$ cat config.mk
export PLATFORM = sky130hd
export DESIGN_NAME = loop_address_sequencer
export DESIGN_NICKNAME = d
export VERILOG_FILES = /design/src/rtl/mage_pkg.sv /design/src/rtl/flat_address_gen.sv /design/src/rtl/loop_address_sequencer.sv
export SDC_FILE = /design/constraint.sdc
export NUM_CORES = 1
export LEC_CHECK = 0
export BUFFER_PORTS_ARGS = -buffer_cell sky130_fd_sc_hd__clkbuf_2
export CAP_MARGIN = 30
export CORE_MARGIN = 8
export CORE_UTILIZATION = 55
export CTS_CLUSTER_DIAMETER = 40
export DETAILED_ROUTE_END_ITERATION = 16
export PLACE_DENSITY = 0.76
export SETUP_SLACK_MARGIN = 0.05
export SYNTH_ARGS = -nofsm -noshare
export SYNTH_HDL_FRONTEND = slang
export SYNTH_HIERARCHICAL = 1
export SYNTH_SLANG_ARGS = --single-unit
export TNS_END_PERCENT = 10
$ cat constraint.sdc
create_clock -name clk_i -period 4.92 [get_ports clk_i]
set_input_delay 0.984 -clock clk_i [delete_from_list [all_inputs] [get_ports clk_i]]
set_output_delay 0.984 -clock clk_i [all_outputs]
set_load 0.01 [all_outputs]
$ cat src/rtl/mage_pkg.sv
// Shared widths and types for the memory access generation blocks.
package mage_pkg;

  localparam int unsigned N_SUBSCRIPTS      = 2;
  localparam int unsigned NBIT_FLAT_ADDR    = 16;
  localparam int unsigned NBIT_IV_CONST     = 8;
  localparam int unsigned NBIT_LOOP_DEFAULT = 8;

  typedef enum logic [1:0] {SEQ_IDLE, SEQ_RUN, SEQ_DONE} seq_state_t;

  typedef logic [N_SUBSCRIPTS-1:0][NBIT_FLAT_ADDR-1:0] subscript_vec_t;

endpackage

$ cat src/rtl/flat_address_gen.sv
// Flat address = sum of all subscripts plus the zero-extended loop-invariant constant.
module flat_address_gen
  import mage_pkg::*;
(
  input  subscript_vec_t             subscripts_i,
  input  logic [NBIT_IV_CONST-1:0]   iv_const_i,
  output logic [NBIT_FLAT_ADDR-1:0]  flat_addr_o
);

  // Modulo-2^NBIT_FLAT_ADDR accumulation; carries out of the top bit are dropped.
  always_comb begin
    flat_addr_o = NBIT_FLAT_ADDR'(iv_const_i);
    for (int unsigned i = 0; i < N_SUBSCRIPTS; i++) begin
      flat_addr_o = flat_addr_o + subscripts_i[i];
    end
  end

endmodule

$ cat src/rtl/loop_address_sequencer.sv
// Walks an outer x inner loop nest and streams one flat address per iteration
// over a valid/ready interface.
module loop_address_sequencer
  import mage_pkg::*;
#(
  parameter int unsigned NBIT_LOOP = NBIT_LOOP_DEFAULT
) (
  input  logic                       clk_i,
  input  logic                       rst_n_i,
  input  logic                       start_i,
  input  logic                       abort_i,
  input  logic [NBIT_LOOP-1:0]       n_inner_i,
  input  logic [NBIT_LOOP-1:0]       n_outer_i,
  input  subscript_vec_t             stride_i,
  input  logic [NBIT_IV_CONST-1:0]   iv_const_i,
  output logic [NBIT_FLAT_ADDR-1:0]  addr_o,
  output logic                       addr_valid_o,
  input  logic                       addr_ready_i,
  output logic                       last_o,
  output logic                       busy_o,
  output logic                       done_o
);

  seq_state_t                 state_q, state_d;
  logic [NBIT_LOOP-1:0]       n_inner_q, n_outer_q;
  logic [NBIT_LOOP-1:0]       inner_cnt_q, outer_cnt_q;
  subscript_vec_t             stride_q;
  subscript_vec_t             sub_q;
  logic [NBIT_IV_CONST-1:0]   iv_const_q;

  logic start_ok_c;
  logic zero_trip_c;
  logic inner_end_c;
  logic outer_end_c;
  logic handshake_c;

  assign start_ok_c  = (state_q == SEQ_IDLE) && start_i;
  assign zero_trip_c = (n_inner_i == '0) || (n_outer_i == '0);
  assign inner_end_c = (inner_cnt_q == n_inner_q - NBIT_LOOP'(1));
  assign outer_end_c = (outer_cnt_q == n_outer_q - NBIT_LOOP'(1));
  assign handshake_c = (state_q == SEQ_RUN) && addr_ready_i;

  // State register.
  always_ff @(posedge clk_i or negedge rst_n_i) begin
    if (!rst_n_i) begin
      state_q <= SEQ_IDLE;
    end else begin
      state_q <= state_d;
    end
  end

  // Next state; abort outranks completion of the final handshake.
  always_comb begin
    state_d = state_q;
    unique case (state_q)
      SEQ_IDLE: begin
        if (start_i) begin
          state_d = zero_trip_c ? SEQ_DONE : SEQ_RUN;
        end
      end
      SEQ_RUN: begin
        if (abort_i) begin
          state_d = SEQ_IDLE;
        end else if (handshake_c && inner_end_c && outer_end_c) begin
          state_d = SEQ_DONE;
        end
      end
      SEQ_DONE: state_d = SEQ_IDLE;
      default:  state_d = SEQ_IDLE;
    endcase
  end

  // Outputs decode registered state only.
  always_comb begin
    addr_valid_o = 1'b0;
    last_o       = 1'b0;
    busy_o       = 1'b1;
    done_o       = 1'b0;
    unique case (state_q)
      SEQ_IDLE: busy_o = 1'b0;
      SEQ_RUN: begin
        addr_valid_o = 1'b1;
        last_o       = inner_end_c && outer_end_c;
      end
      SEQ_DONE: done_o = 1'b1;
      default:  busy_o = 1'b0;
    endcase
  end

  // Configuration latch, iteration counters and stride accumulators.
  always_ff @(posedge clk_i or negedge rst_n_i) begin
    if (!rst_n_i) begin
      n_inner_q   <= '0;
      n_outer_q   <= '0;
      stride_q    <= '0;
      iv_const_q  <= '0;
      inner_cnt_q <= '0;
      outer_cnt_q <= '0;
      sub_q       <= '0;
    end else if (start_ok_c) begin
      n_inner_q   <= n_inner_i;
      n_outer_q   <= n_outer_i;
      stride_q    <= stride_i;
      iv_const_q  <= iv_const_i;
      inner_cnt_q <= '0;
      outer_cnt_q <= '0;
      sub_q       <= '0;
    end else if (handshake_c && !(inner_end_c && outer_end_c)) begin
      if (inner_end_c) begin
        inner_cnt_q <= '0;
        sub_q[0]    <= '0;
        outer_cnt_q <= outer_cnt_q + NBIT_LOOP'(1);
        sub_q[1]    <= sub_q[1] + stride_q[1];
      end else begin
        inner_cnt_q <= inner_cnt_q + NBIT_LOOP'(1);
        sub_q[0]    <= sub_q[0] + stride_q[0];
      end
    end
  end

  flat_address_gen u_flat_address_gen (
    .subscripts_i (sub_q),
    .iv_const_i   (iv_const_q),
    .flat_addr_o  (addr_o)
  );

endmodule

Yosys cells after proc, flatten, opt, wreduce, memory -nomap -nowiden
Cells that the tools add are included.
{"block": "op_classes", "reduce_logical": 16, "magnitude_cmp": 0, "div": 0, "mul": 0, "n_addsub": 8, "eq_ne": 6, "shift": 0, "muxes": 19, "bitwise_logic": 0}
{"op": "$mux 32", "count": 2}
{"op": "$add 16x16->16", "count": 3}
{"op": "$mux 8", "count": 6}
{"op": "$mux 16", "count": 2}
{"op": "$add 8x1->8 const B", "count": 2}
{"op": "$add 8x16->16", "count": 1}
{"op": "$eq 8x8->1", "count": 2}
{"op": "$logic_not 8->1", "count": 2}
{"op": "$sub 8x1->8 const B", "count": 2}
{"op": "$mux 2", "count": 4}
{"op": "$logic_and 1x1->1", "count": 6}
{"op": "$mux 1", "count": 4}
{"op": "$pmux 2 s2", "count": 1}
{"op": "$reduce_and 2->1", "count": 2}
{"op": "$reduce_bool 2->1", "count": 2}
{"op": "$ne 3x2->1 const B", "count": 1}
{"op": "$eq 2x1->1 const B", "count": 1}
{"op": "$eq 2x2->1 const B", "count": 1}
{"op": "$logic_not 2->1", "count": 1}
{"op": "$ne 2x2->1 const B", "count": 1}
{"op": "$reduce_or 2->1", "count": 1}
{"op": "$logic_not 1->1", "count": 1}
{"op": "$logic_or 1x1->1", "count": 1}
{"block": "totals", "elab_cells": 59, "memories": 0, "latch_bits": 0, "regBits": 106, "rom_bits": 0, "out_inout_bits": 20, "ram_bits": 0, "inputBits": 61}

Depth between registers and ports, before layout
{"block": "logic_depth", "word_depth": 7, "mapped_depth": 12}

By module
The synthesis kept the hierarchy.
{"mod": "loop_address_sequencer", "area_each_um2": 6084.6, "instances": 1, "cells_each": 688, "seq_area_each_um2": 2652.5}
{"mod": "flat_address_gen", "area_each_um2": 1051.0, "instances": 1, "cells_each": 128, "seq_area_each_um2": 0.0}

Least setup slack after synthesis
No wires, ideal clock.
{"block": "synth_path", "path_type": "reg-to-output", "start": "reg iv_const_q[1]", "end": "out addr_o[11]", "t_required_ps": 3936, "stages_incl_launch_ff": 10, "t_arrival_ps": 2543, "path_slack_ps": 1393, "path_cell_list": "dfrtp_1 > fa_1 > ha_1 > inv_1 > fa_1 > nor2b_1 > o2111ai_1 > a21oi_1 > nor2_1 > a311oi_1"}
{"block": "synth_between", "elab_chain_len": 2}
{"item": "from (decl)", "line_no": "loop_address_sequencer.sv:29", "source": "logic [NBIT_IV_CONST-1:0] iv_const_q;"}
{"item": "from (signal assigned)", "line_no": "loop_address_sequencer.sv:104", "source": "iv_const_q <= iv_const_i;"}
{"item": "$add 8x16->16", "line_no": "flat_address_gen.sv:14", "source": "flat_addr_o = flat_addr_o + subscripts_i[i];"}
{"item": "$add 16x16->16", "line_no": "flat_address_gen.sv:14"}
{"item": "to (decl)", "line_no": "loop_address_sequencer.sv:16", "source": "output logic [NBIT_FLAT_ADDR-1:0] addr_o,"}
No other way between the ends.

Worst setup path in the final report
{"block": "layout_path", "start": "reg sub_q[1] in the netlist's numbering", "end": "out addr_o[13]"}
{"block": "layout_between", "elab_chain_len": 2}
{"item": "from (decl)", "line_no": "loop_address_sequencer.sv:28", "source": "subscript_vec_t sub_q;"}
{"item": "$add 8x16->16", "line_no": "flat_address_gen.sv:14"}
{"item": "$add 16x16->16", "line_no": "flat_address_gen.sv:14"}
No other way between the ends.

==> results_dict.tcl <==
set metrics [dict create \
    seq_area_um2 2650 \
    dp.cells 1049 \
    max_freq_ghz 0.235 \
    die_h_um 130 \
    synth_top_area_frac 0.372 \
    yosys-top-cells-area "dfrtp_1 37%, nand2_1 10%, ha_1 10%" \
    cts_resized 0 \
    skew_ns 0.00731 \
    multiInputGateArea_um2 4250 \
    cp_common_cell "fa_1" \
    tightest_slew_ns 0.808 \
    fp.dieArea_um2 16900 \
    drc 0 \
    synth_edf_count 0 \
    fill_cells 1144 \
    first_iter_violations 332 \
    period_minus_slack_ns 4.26 \
    setup_tns_ns 0 \
    layout.cells.most_common "nand2_1" \
    synth-main-ff-cell "dfrtp_1" \
    crit_required_ns 3.94 \
    ir_drop_mv 0.336 \
    drt-total-wl_mm 16.4 \
    die_x_um 130 \
    cp-start-kind "flip-flop" \
    grt_max_degree 76 \
    utilization 0.633 \
    setup_viol 0 \
    syn_nets 946 \
    gp_congestion 0.988 \
    synth.avg_cell_area_um2 8.74 \
    slowest_delay_ns 0.52 \
    drt_pass1_iterations 5 \
    worst_slack_ns 0.657 \
    cp.arrival_ns 3.28 \
    globalRouteOverflowTotal 0 \
    clk_pin_slew_ns 0.07 \
    start_util 0.563 \
    async_reset_ff_frac 1.00 \
    core-area_um2 12700 \
    final_hold_viol_count 0 \
    cts_setup_buffers 0 \
    ys_warn_count 6 \
    ant_nets 0 \
    clkSinkCount 106 \
    grt_usage 0.206 \
    status "finished, final reports clean" \
    cp_slowest_cell "fa_1" \
    rsz0062_at_grt "no" \
    antenna_found_initial 0 \
    via_per_inst 5.52 \
    cts_tree "done" \
    path_cells "fa_1 -> ha_1 -> inv_1 -> fa_1 -> nor2b_1 -> o2111ai_1 -> a211oi_1 -> nand4bb_1 -> o311ai_0 -> clkbuf_2" \
    ys_seq_area_frac 0.372 \
    p_per_area_nw_per_um2 567 \
    layout_common_cells "197 x nand2_1, 106 x dfrtp_1, 79 x clkbuf_2" \
    hpwl_mm 12.3 \
    end_kind "output pin" \
    port-buffer-count 80 \
    pre_cts_ws_ns 1.09 \
    fin_nets 1019 \
    grt_pass1_vias 5774 \
    grt_pass1_wl_mm 27.8 \
    worstSetupPathType "reg2out" \
    wire_per_inst_um 15.4 \
    cts_made_buffers 9 \
    path_max_fanout 4 \
    crit_family "adder cells" \
    diodes 0 \
    cts_hold_buf 0 \
    synth_cell_types 63 \
    io_pins 81 \
    rows 41 \
    p_leak_nw 4.00 \
    vias 5888 \
    holdCritPathClass "in2async" \
    final_cell_count_no_fill 1066 \
    maxSlewViolCount 0 \
    final_layout_size_suffix_gt1_frac 0.132 \
    area.growth.synth_to_final_pct 12.4 \
    syn_area_um2 7140 \
    clock_latency_ns 0.36 \
    clockRootBuffer "clkbuf_16" \
    clockBufferDepth 2 \
    post-route-period-util 0.866 \
    path_buf_inv 2 \
    synth_cells 816 \
    cap_viol_max_count 0 \
    cts-htree-levels 3 \
    synth-seq-cells 106 \
    synth_area_leader_cell "dfrtp_1" \
    relSlewSlack 0.458 \
]
==> state kept, by name, summed over array words and instances, names as in the netlist <==
signal	count
sub_q	32
iv_const_q	8
outer_cnt_q	8
state_q	2
n_inner_q	8
inner_cnt_q	8
n_outer_q	8
stride_q	32
==> Yosys cell counts, types with 8 or more instances <==
| cell | n |
|---|---|
| a21oi_1 | 48 |
| o21a_1 | 8 |
| nor3_1 | 18 |
| xor2_1 | 18 |
| a22o_1 | 11 |
| inv_1 | 33 |
| nand2_1 | 198 |
| nor2_1 | 51 |
| or3_1 | 9 |
| dfrtp_1 | 106 |
| fa_1 | 11 |
| clkbuf_1 | 17 |
| or4_1 | 8 |
| o21ai_0 | 29 |
| nand2b_1 | 9 |
| xnor2_1 | 37 |
| mux2i_1 | 11 |
| o31ai_1 | 9 |
| ha_1 | 58 |
| nand3_1 | 16 |
==> stage by stage <==
stage,instance area (µm²),power [mW],hold slack (ns)
final,8020,4.55,0.415
after global routing,8020,4.95,0.400
after CTS,8000,4.57,0.484
after detailed placement,7700,3.82,0.467
after global placement,7680,3.75,0.463
after floorplan,7140,3.16,0.446
==> worst paths after layout <==
path | startpoint | end | slack, ns | cells past startpoint
max | sub_q[1] | addr_o[13] | 0.66 | 10
min | rst_n_i | n_inner_q[2] | 0.42 | 1
max reg2reg | n_inner_q[0] | sub_q[31] | 1.70 | 9
min reg2reg | iv_const_q[0] | iv_const_q[0] | 0.48 | 2
max in group asynchronous | rst_n_i | stride_q[20] | 3.52 | 3
min in group clk_i | iv_const_q[0] | iv_const_q[0] | 0.48 | 2
==> per-layer routing <==
layer	vias to the layer above	track usage	wire [µm]
met2	137	0.333	7780
met3	13	0.0449	896
met1	2751	0.273	7550
li1	2987	-	-
met5	-	0	0
met4	0	0.0601	203
==> power by group <==
group | internal (mW) | switching (mW)
registers | 1.17 | 0.298
clock network | 0.407 | 0.319
logic | 0.985 | 1.37
==> cell type report <==
cell class,instances,share of cell area
Clock buffer,11,0.0303
Clock inverter,5,0.00671
Sequential cell,106,0.331
Multi-Input combinational cell,652,0.530
Inverter,33,0.0154
Timing Repair Buffer,87,0.0602
Tap cell,172,0.0268
==> cell families after synthesis <==
kind of cell	synth area share
simple gates	0.223
mux	0.0170
flops	0.372
compound gates	0.155
buf+inv	0.0328
xor+xnor	0.0675
fa+ha+maj	0.133
Power figures use the tool's default switching activity.
